## src/rtl/vr_hw3_multiword_adder_ctrl.sv

```systemverilog
// Multi-word add/subtract sequencer: one shared M-bit ripple adder walks the
// operands LSB word first, chaining the carry between words through a register.

module Vr_HW2_ripple_adder_M_bits #(
  parameter int M = 8
) (
  input  logic [M-1:0] a_i,
  input  logic [M-1:0] b_i,
  input  logic         cin_i,
  output logic [M-1:0] sum_o,
  output logic         cout_o
);

  logic carry;

  // Plain ripple chain; the carry is a loop-local walk so no combinational self-loop is seen.
  always_comb begin
    carry = cin_i;
    sum_o = '0;
    for (int i = 0; i < M; i++) begin
      sum_o[i] = a_i[i] ^ b_i[i] ^ carry;
      carry    = (a_i[i] & b_i[i]) | (carry & (a_i[i] ^ b_i[i]));
    end
    cout_o = carry;
  end

endmodule

module vr_hw3_multiword_adder_ctrl #(
  parameter int M = 8,
  parameter int N = 4
) (
  input  logic             CLK,
  input  logic             RSTN,
  input  logic             START,
  input  logic             SUB,
  input  logic [M*N-1:0]   A,
  input  logic [M*N-1:0]   B,
  output logic             BUSY,
  output logic             DONE,
  output logic [M*N-1:0]   S,
  output logic             COUT,
  output logic             OVF
);

  localparam int W  = M * N;
  localparam int IW = (N > 1) ? $clog2(N) : 1;

  typedef enum logic [1:0] {IDLE, RUN, FIN} state_t;

  state_t         state_q;
  logic [IW-1:0]  idx_q;
  logic           carry_q;
  logic [W-1:0]   ar_q;
  logic [W-1:0]   br_q;
  logic [W-1:0]   s_q;
  logic           cout_q;
  logic           ovf_q;
  logic           busy_q;
  logic           done_q;

  logic [M-1:0]   aWord_d;
  logic [M-1:0]   bWord_d;
  logic [M-1:0]   sum_d;
  logic           addCout_d;
  logic           lastWord_d;

  // Word select for the shared adder; B was already inverted at START for subtraction.
  always_comb begin
    aWord_d = '0;
    bWord_d = '0;
    for (int k = 0; k < N; k++) begin
      if (idx_q == IW'(k)) begin
        aWord_d = ar_q[k*M +: M];
        bWord_d = br_q[k*M +: M];
      end
    end
    lastWord_d = (idx_q == IW'(N - 1));
  end

  Vr_HW2_ripple_adder_M_bits #(.M(M)) u_adder (
    .a_i    (aWord_d),
    .b_i    (bWord_d),
    .cin_i  (carry_q),
    .sum_o  (sum_d),
    .cout_o (addCout_d)
  );

  always_ff @(posedge CLK or negedge RSTN) begin
    if (!RSTN) begin
      state_q <= IDLE;
      idx_q   <= '0;
      carry_q <= 1'b0;
      ar_q    <= '0;
      br_q    <= '0;
      s_q     <= '0;
      cout_q  <= 1'b0;
      ovf_q   <= 1'b0;
      busy_q  <= 1'b0;
      done_q  <= 1'b0;
    end else begin
      case (state_q)
        IDLE: begin
          if (START) begin
            ar_q    <= A;
            br_q    <= SUB ? ~B : B;
            carry_q <= SUB;
            idx_q   <= '0;
            busy_q  <= 1'b1;
            state_q <= RUN;
          end
        end
        RUN: begin
          for (int k = 0; k < N; k++) begin
            if (idx_q == IW'(k)) s_q[k*M +: M] <= sum_d;
          end
          carry_q <= addCout_d;
          idx_q   <= idx_q + IW'(1);
          // Flags reflect the full-width result, so they only move on the top word.
          if (lastWord_d) begin
            cout_q  <= addCout_d;
            ovf_q   <= (ar_q[W-1] == br_q[W-1]) && (sum_d[M-1] != ar_q[W-1]);
            busy_q  <= 1'b0;
            done_q  <= 1'b1;
            state_q <= FIN;
          end
        end
        FIN: begin
          done_q  <= 1'b0;
          state_q <= IDLE;
        end
        default: state_q <= IDLE;
      endcase
    end
  end

  assign BUSY = busy_q;
  assign DONE = done_q;
  assign S    = s_q;
  assign COUT = cout_q;
  assign OVF  = ovf_q;

endmodule

```

## config.mk

```make
export PLATFORM = sky130hd
export DESIGN_NAME = vr_hw3_multiword_adder_ctrl
export DESIGN_NICKNAME = d
export VERILOG_FILES = /design/src/rtl/vr_hw3_multiword_adder_ctrl.sv
export SDC_FILE = /design/constraint.sdc
export NUM_CORES = 1
export LEC_CHECK = 0
export BUFFER_PORTS_ARGS = -buffer_cell sky130_fd_sc_hd__clkbuf_2
export CAP_MARGIN = 20
export CORE_MARGIN = 2
export CORE_UTILIZATION = 50
export DETAILED_ROUTE_END_ITERATION = 16
export GPL_TIMING_DRIVEN = 1
export HOLD_SLACK_MARGIN = 0.15
export PLACE_DENSITY_LB_ADDON = 0.1
export SYNTH_ARGS = -nofsm -noshare
export SYNTH_HDL_FRONTEND = slang
export SYNTH_SLANG_ARGS = --single-unit
```

## constraint.sdc

```tcl
create_clock -name CLK -period 14.9 [get_ports CLK]
set_clock_uncertainty 0.05 [all_clocks]
set_input_delay 1.49 -clock CLK [delete_from_list [all_inputs] [get_ports CLK]]
set_output_delay 1.49 -clock CLK [all_outputs]
set_load 0.03 [all_outputs]
```

# Yosys cells after proc, flatten, opt, wreduce, memory -nomap -nowiden
# Index checks and enable logic that the tools add are counted.
# totals
output_inout_bits	36
register_bits	105
inputBits	68
wordCells	99
# op_classes
addsub	1
reduce_logical	14
n_bitwise	41
mux	21
eq_ne	9
# ops
op	count
two-way mux 8 bit	8
two-way mux 32 bit	1
NOT 32 bit	1
AND 1 bit	16
AND reduction 2 bit	8
bitwise XOR 1 bit	16
OR 1 bit	8
one-hot mux 2 bit (2 select lines)	2
== test 2 bit (second input constant)	3
two-way mux 2 bit	3
one-hot mux 1 bit (2 select lines)	3
== test 2 x 1 -> 1 bit (second input constant)	2
zero test 2 bit	2
two-way mux 1 bit	4
inequality test 2 bit (second input constant)	2
nonzero test 2 bit	2
AND reduction 3 bit	1
adder 2 x 1 -> 2 bit (second input constant)	1
== test 1 bit	1
logical AND 1 bit	1
inequality test 1 bit	1

# Depth between registers and ports, before layout
# Gate-level depths: netlist of the first run.
# depth
ltp_word	23
depth_mapped	21
ltp_nobuf	19

# Cells and area by module
# Synthesis of the first run repeated with hierarchy kept, for this count alone.
# hier_totals
hier_cells	413
hier_area_um2	5198.7
# modules_own_cells
mod	area_per_inst_um2	seq_area_each_um2	n_inst	cells_per_inst
vr_hw3_multiword_adder_ctrl	5001.0	2627.5	1	395
Vr_HW2_ripple_adder_M_bits	197.7	0.0	1	18

# Worst setup path before layout of the first run
# Ideal clock, no wire load.
# synth_timing
path_kind	register -> register
startpoint	reg idx_q[0]
endpoint	reg ovf_q (netlist: OVF)
n_path_buf	2
path_stages_with_launch	22
setup_time_ns	0.085
slack_ns	10.024
required_ns	14.765
arrival_time_ns	4.741
period_less_slack_ns	4.876
cell_sequence	dfrtp_1 inv_1 ha_1 buf_2 clkbuf_1 nand2_1 o21ai_0 a22oi_1 fa_1 fa_1 fa_1 fa_1 fa_1 inv_1 fa_1 inv_1 fa_1 inv_1 fa_1 and3b_1 a21oi_1 o21ai_0
# synth_between
elab_chain_len	23
word_cells_on_any_way	45
cone_classes	eq/ne: 4; mux: 8; bitwise: 30; reduce/logical: 3
# synth_rtl
item	line	text
start, declared	52	logic [IW-1:0] idx_q;
start signal, assigned	118	idx_q <= idx_q + IW'(1);
zero test 2 bit	73	if (idx_q == IW'(k)) begin
two-way mux 8 bit (4 in series)	73	
bitwise XOR 1 bit	22	carry = (a_i[i] & b_i[i]) | (carry & (a_i[i] ^ b_i[i]));
AND 1 bit	22	
OR 1 bit	22	
AND 1 bit	22	
OR 1 bit	22	
AND 1 bit	22	
(+5 left out)	n/a	
AND 1 bit	22	
OR 1 bit	22	
AND 1 bit	22	
OR 1 bit	22	
bitwise XOR 1 bit *	21	sum_o[i] = a_i[i] ^ b_i[i] ^ carry;
via sum_d[7]	64	logic [M-1:0] sum_d;
inequality test 1 bit *	122	ovf_q <= (ar_q[W-1] == br_q[W-1]) && (sum_d[M-1] != ar_q[W-1]);
logical AND 1 bit *	122	
end signal, assigned	122	
end, declared	58	logic ovf_q;
# Mark *: on every way through the listed nets, which the timed path passes. The rest lies on a longest branch.
# A chain may end at the register's enable or synchronous reset.

# Worst setup path after layout of the first run
# layout_timing
startpoint	reg idx_q[1]
endpoint	reg ovf_q (netlist: OVF)
# Same word-level chain as after synthesis.

==> run summary, run 1 <==
The count of port buffers added during placement is 103. The worst path meets setup with 9.42 ns of slack. The count of nets left with antenna violations after detail routing is 0.

Synthesis inferred 105 register bits. The floorplan row count came out at 36. The most critical setup path has its startpoint at idx_q[1]$_DFFE_PN0P_. After detailed placement, the total cell area comes to 5440 sq um. The share of cells above drive strength 1 came out at 0.279.

The weighted congestion at the end of routability-driven global placement came out at 0.893. The H-tree was split into 3 levels. The critical path required time is 15.13 ns. In the final timing run, aggregate negative setup slack is 0 ns. The residual DRC count came out at 0. The reported leakage power came out at 2.62 nW.

The layout net count came out at 637. The post-synthesis net count came out at 552. The netlist area before placement came out at 4900 sq um.

The largest fanout of any net on the critical path came out at 33. Leaving out fill and tap cells, the most frequent cell in the layout is dfrtp_1. Max-cap violations in this run came to 0. The die width came out at 103 um.

The startpoint identified for the worst register-to-register timing path is idx_q[1]$_DFFE_PN0P_. The library cells used most frequently in the layout, excluding fill and tap cells, are dfrtp_1, clkbuf_2, nand2_1, a21oi_1, o21ai_0. At the worst endpoint, the arrival time is 5.71 ns.

The achievable frequency is 183 MHz. Counting flops with a built-in enable in the synthesized netlist gives 0. The clock-pin slew of the registers on the worst-case setup and hold paths is 0.10 ns. The cell area after layout is 5670 sq um. The via count of the first global-routing pass is 3396. The initial antenna violation count is 0.

Hold is met by 0.434 ns. After detailed routing, the number of vias per cell comes to 5.13. The total number of yosys warnings came out at 0. In the global route stage, overall resource usage came out at 0.210. The core region area came out at 9640 sq um. The wire length of the first global-routing pass is 17000 um.

The largest net degree at the start of global routing is 69. The TritonCTS buffer count came out at 9. The mean area per synthesized cell is 10.4 sq um. The number of distinct library cells after synthesis came out at 27. The number of buffers on the longest clock path came out at 2.

The synthesis-to-finish area growth is 15.6%. The CTS tree is done. The part of the power in the clock network is 0.120. The worst slack after detailed placement is 9.43 ns. The post-cts sizing count came out at 0. At the pin with the least slew margin, the transition time is 1.07 ns.

The area of the die came out at 10600 sq um. The via count is 3566. The number of detailed-routing iterations run before antenna repair is 4. The final global-route overflow total is 0. Once layout is complete, the utilization of the core stands at 0.588. In the finished design, the share of the clock period the worst path needs comes to 0.368.

In this run the most critical hold path is launched from S[11]$_DFFE_PN0P_. The total of hold buffers inserted after clock tree synthesis is 0. The peak supply drop came out at 0.102 mV. The nature of the critical path startpoint is a flip-flop.

STA classifies the critical path endpoint as a flip-flop. The flow ran to the end, and the final reports show no timing, DRC or antenna violations. Detailed placement finished with a half-perimeter wire length of 7720 um. The share of total power in combinational logic is 0.532. The clock latency on the worst-skew pair came out at 0.37 ns. The worst setup path is of the flip-flop to flip-flop kind. The setup fix buffers added after clock tree synthesis came out at 0. For this run, the leading register cell type out of synthesis is dfrtp_1. The number of diodes added for antenna fixing came out at 0. The violation count after the first detailed-routing iteration came out at 160. The I/O pin total is 104. The total clock sinks came out at 105. Of the total power, registers draw 0.347.

Setup violations remaining at the end of the flow were counted as 0. The final number of max-transition violations came to 0. The count of mapped cells out of synthesis came out at 472. The net switching power is 673 uW. The die is 103 um tall. The power per standard cell area came out at 262 nW/um^2. The net switching fraction of the power is 0.453. Setup repair after global routing left no endpoint under its margin. In this run the worst hold path is classified as flip-flop to flip-flop. The mean routed wirelength per cell is 15.1 um.

The proportion of synthesized chip area in sequential cells came out at 0.536. The routed wire length came out at 10500 um. The total internal power is 813 uW.

The cell sitting at the root of the clock tree is a clkbuf_8. The final count of hold timing violations is 0. The post-route minimum period is 5.48 ns. The remaining max-slew budget at the tightest pin came out at 0.287. The fraction of registers with async set/reset is 1.00. The starting density of the core is 0.509.
==> sequential cells by signal, summed over array words and instances, names as in the netlist <==
name     flops
OVF          1
S           32
DONE         1
br_q        32
carry_q      1
idx_q        2
BUSY         1
ar_q        32
COUT         1
state_q      2
==> power groups by stage <==
stage,logic [mW],registers [mW],clock network (mW)
after CTS,0.793,0.518,0.184
after detailed placement,0.791,0.524,0
after global routing,0.894,0.533,0.194
after global placement,0.765,0.524,0
final,0.791,0.516,0.179
after floorplan,0.492,0.582,0
==> synth_stat cells, drive strengths merged (2+ instances only) <==
master / n / area [sq um]
dfrtp: 105 / 2630
nor2: 25 / 93.8
a22o: 4 / 35.0
inv: 25 / 93.8
mux2: 33 / 372
a21oi: 59 / 295
o21ai: 58 / 290
nand2b: 2 / 12.5
buf: 19 / 120
fa: 8 / 160
nand3b: 4 / 30.0
xnor2: 24 / 210
xor2: 8 / 70.1
clkbuf: 15 / 56.3
ha: 4 / 50.1
nand2: 59 / 221
a22oi: 13 / 97.6
==> through the flow <==
stage / instances / total power [mW]
final: 695 / 1.49
after floorplan: 472 / 1.07
after global placement: 678 / 1.29
after detailed placement: 678 / 1.32
after global routing: 695 / 1.62
after CTS: 694 / 1.50
==> per-layer routing <==
layer | wire length [um] | global-route usage | up-vias
met5 | 0 | 0 | -
met4 | 151 | 0.0607 | 0
met3 | 506 | 0.0305 | 13
met2 | 4930 | 0.330 | 100
met1 | 4930 | 0.306 | 1702
li1 | - | - | 1751
==> kinds of logic after synthesis <==
kind of cell             count (synthesis)  synth area share
XOR/XNOR                                32            0.0572
multiplexers                            33            0.0758
buffers and inverters                   59            0.0551
adder cells (fa/ha/maj)                 12            0.0429
flip-flops                             105             0.536
AND/OR/NAND/NOR                         92            0.0786
AO/OA/AOI/OAI                          139             0.154
==> worst max-delay path: stages (launching register included) <==
cell     delay [ns]
dfrtp_1        0.43
inv_1          0.10
ha_1           0.75
a21oi_1        0.14
o21ai_0        0.14
a22oi_1        0.13
fa_1           0.39
fa_1           0.40
fa_1           0.42
fa_1           0.41
fa_1           0.38
inv_1          0.08
fa_1           0.15
inv_1          0.05
fa_1           0.36
inv_1          0.08
fa_1           0.49
and3b_1        0.24
a21oi_1        0.04
o21ai_0        0.14
==> worst paths after layout <==
| kind | endpoint | slack [ns] | depth (start not counted) |
|---|---|---|---|
| hold reg to reg | S[11]$_DFFE_PN0P_ | 0.43 | 2 |
| setup / recovery | OVF$_DFFE_PN0P_ | 9.42 | 19 |
| max in group asynchronous | br_q[9]$_DFFE_PN0P_ | 12.58 | 2 |
| min in group asynchronous | ar_q[31]$_DFFE_PN0P_ | 1.01 | 1 |
| setup reg to reg | OVF$_DFFE_PN0P_ | 9.42 | 19 |
| hold / removal | S[11]$_DFFE_PN0P_ | 0.43 | 2 |
==> area by class of cell <==
cell class	instances	area, sq um
clock buffer	10	128
clock inverter	6	71.3
fill	897	3970
inverter	25	93.8
multi-input combinational	308	2000
sequential	105	2630
tap	133	166
timing repair buffer	108	576
Note: power is estimated with default switching activity, not from simulation.
==> run 2: changes to the inputs <==
- clock period: 14.9 -> 5.4 ns (I/O delays scaled with it)
==> run 2 against run 1 <==
  * Routed wire length up 1.7%
  * Via count up 0.17%
  * Setup slack worse by 9.0 ns
  * Sequential cell count unchanged
  * Non-clock buffer count up 6
  * Count of clock-buffer cells in the layout up 3
  * Global-route usage up 0.75 points
  * Critical endpoint unchanged
==> run summary, run 2 (same netlist as run 1, synthesis figures left out) <==
The peak supply drop was 0.252 mV (+150%). The clock-pin slew of the registers on the worst-case setup and hold paths came out at 0.10 ns (about the same). The part of the power in the clock network is 0.127 (+0.007).

The net switching power is 1.85 mW (+170%). The share of total power in combinational logic came out at 0.529 (-0.003). The residual DRC count came out at 0 (unchanged). The critical path required time was 5.62 ns (-9.51 ns). The final sum of negative setup slack is 0 ns (unchanged). The clock latency on the worst-skew pair came out at 0.37 ns (about the same).

The achievable frequency is 200 MHz (+9.7%). The remaining max-slew budget at the tightest pin is 0.294 (+0.00738). The reported leakage power came out at 2.66 nW (+1.6%). The routed wire length is 10700 um (+1.7%). STA classifies the critical path endpoint as a flip-flop.

The post-layout instance count excluding filler cells came to 701 (+0.86%). The I/O pin total was 104 (unchanged). The slew at the pin with the worst max-slew slack is 1.06 ns (-0.0111 ns). The final number of max-transition violations came out at 0 (unchanged).

The core region area is 9640 sq um (unchanged). The worst endpoint data arrival time is 5.22 ns (-0.49 ns). The mean routed wirelength per cell came out at 15.3 um (+0.87%). The area of the die came out at 10600 sq um (unchanged).

The total clock sinks came out at 105 (unchanged). The largest fanout of any net on the critical path is 11 (-67%). The count of nets left with antenna violations after detail routing came out at 0 (unchanged).

The share of total power in sequential cells was 0.344 (-0.003). The via count of the first global-routing pass is 3495 (+2.9%). The post-detailed-placement half-perimeter wirelength came out at 7980 um (+3.4%). The number of detailed-routing iterations run before antenna repair was 4 (unchanged). The initial antenna violation count came to 0 (unchanged). The number of setup violations in the final report came to 0 (unchanged). The die width came out at 103 um (unchanged).

The violation count after the first detailed-routing iteration is 138 (-14%). The run finished with clean final reports. The share of cells above drive strength 1 came out at 0.289 (+0.00937).

The height of the die came out at 103 um (unchanged). The largest net degree at the start of global routing is 65 (-5.8%). The final global-route overflow total is 0 (unchanged). The power per standard cell area came out at 727 nW/um^2 (+180%). The count of port buffers added during placement is 103 (unchanged). The post-route minimum period was 4.99 ns (-0.485 ns). The total routing usage reported by global routing is 0.217 (+0.00747). The floorplan row count is 36 (unchanged). The via count came to 3572 (+0.17%). The total of hold buffers inserted after clock tree synthesis came out at 0 (unchanged).

The layout net count came out at 643 (+0.94%). TritonCTS built the clock tree. The total internal power came out at 2.31 mW (+180%).

Leaving out fill and tap cells, the most frequent cells in the layout are dfrtp_1, clkbuf_2, nand2_1, a21oi_1, o21ai_0. The post-placement cell count came out at 685 (+1.0%). The number of diodes added for antenna fixing is 0 (unchanged). The clock root buffer master is clkbuf_8. The H-tree depth is 3 (unchanged). The TritonCTS buffer count was 9 (unchanged).

The setup fix buffers added after clock tree synthesis is 0 (unchanged). The number of fill cells in the layout is 911 (+1.6%). The wire length of the first global-routing pass came out at 17600 um (+3.2%). The starting density of the core is 0.509 (unchanged).

The setup path with the least slack is of type flip-flop to flip-flop. The number of buffers on the longest clock path is 2 (unchanged). The post-cts sizing count came out at 0 (unchanged). STA classifies the critical path startpoint as a flip-flop. The number of max-cap violations is 0 (unchanged). The library cell used most frequently in the layout, excluding fill and tap cells, is dfrtp_1.

The via density per instance is 5.10 (-0.69%). The final count of hold timing violations is 0 (unchanged). The weighted congestion at the end of routability-driven global placement came out at 0.908 (+1.7%).

The net switching fraction of the power was 0.445 (-0.00843). The fraction of the cycle the final worst path needs came out at 0.925 (+0.557). The synthesis-to-finish area growth came out at 16.6%. Setup repair after global routing left no endpoint under its margin.

The path class of the tightest hold or removal check is primary input to async pin.
-- run 2: cell count changes in the layout (fill, tap and decap cells not counted) --
cell / delta
clkbuf_1: -1
buf_4: +7
clkinvlp_4: -1
inv_6: -3
clkinv_4: +1
clkbuf_8: +4
buf_16: -1
-- run 2: final timing paths --
path                                 startpoint                    to  slack, ns  depth (start not counted)
min                                        RSTN     S[15]$_DFFE_PN0P_       0.15                          1
min reg2reg                    BUSY$_DFFE_PN0P_      BUSY$_DFFE_PN0P_       0.43                          1
max in group asynchronous                  RSTN  br_q[29]$_DFFE_PN0P_       4.02                          2
max                        idx_q[0]$_DFFE_PN0P_       OVF$_DFFE_PN0P_       0.41                         19
max reg2reg                idx_q[0]$_DFFE_PN0P_       OVF$_DFFE_PN0P_       0.41                         19
min in group CLK                          A[18]  ar_q[18]$_DFFE_PN0P_       0.32                          3
-- run 2: worst max-delay path, stage by stage, from the launching register on --
cell and delay [ns]:
dfrtp_1 0.44, inv_1 0.10, ha_1 0.40, a21oi_1 0.07
o21ai_0 0.10, a22oi_1 0.12, fa_1 0.43, fa_1 0.40
fa_1 0.40, fa_1 0.40, fa_1 0.38, inv_1 0.08
fa_1 0.15, inv_1 0.05, fa_1 0.35, inv_1 0.07
fa_1 0.49, and3b_1 0.24, a21oi_1 0.04, o21ai_0 0.15
-- run 2: layout make-up --
class                   instances  area, sq um  share of cell area
flip-flops and latches        105         2630               0.460
multi-input cells             308         2000               0.351
repair buffers                114          601               0.105
clock buffers                  13          179              0.0313
well taps                     133          166              0.0291
inverters                      25         93.8              0.0164
clock inverters                 3         46.3             0.00810
-- run 2: metal layers --
| layer | vias to the layer above | wire length (um) | global-route usage |
|---|---|---|---|
| met5 | - | 0 | 0 |
| met3 | 14 | 480 | 0.0332 |
| li1 | 1756 | - | - |
| met1 | 1709 | 5330 | 0.316 |
| met4 | 0 | 176 | 0.0789 |
| met2 | 93 | 4720 | 0.332 |
-- run 2: power by group through the flow --
stage                     Clock (mW)  Combinational (mW)  Sequential (mW)
final                          0.527                2.20             1.43
after global routing           0.569                2.50             1.48
after global placement             0                2.17             1.44
after CTS                      0.540                2.22             1.43
after floorplan                    0                1.36             1.61
after detailed placement           0                2.22             1.45
-- run 2: per-stage QoR --
stage,hold WS (ns),total power [mW],utilization,area (sq um),setup slack (ns)
after global placement,0.411,3.61,0.570,5490,0.536
after global routing,0.194,4.54,0.593,5720,0.0838
after detailed placement,0.417,3.66,0.570,5490,0.410
after CTS,0.159,4.19,0.593,5720,0.386
final,0.153,4.15,0.593,5720,0.405
after floorplan,0.194,2.96,-,4900,0.524
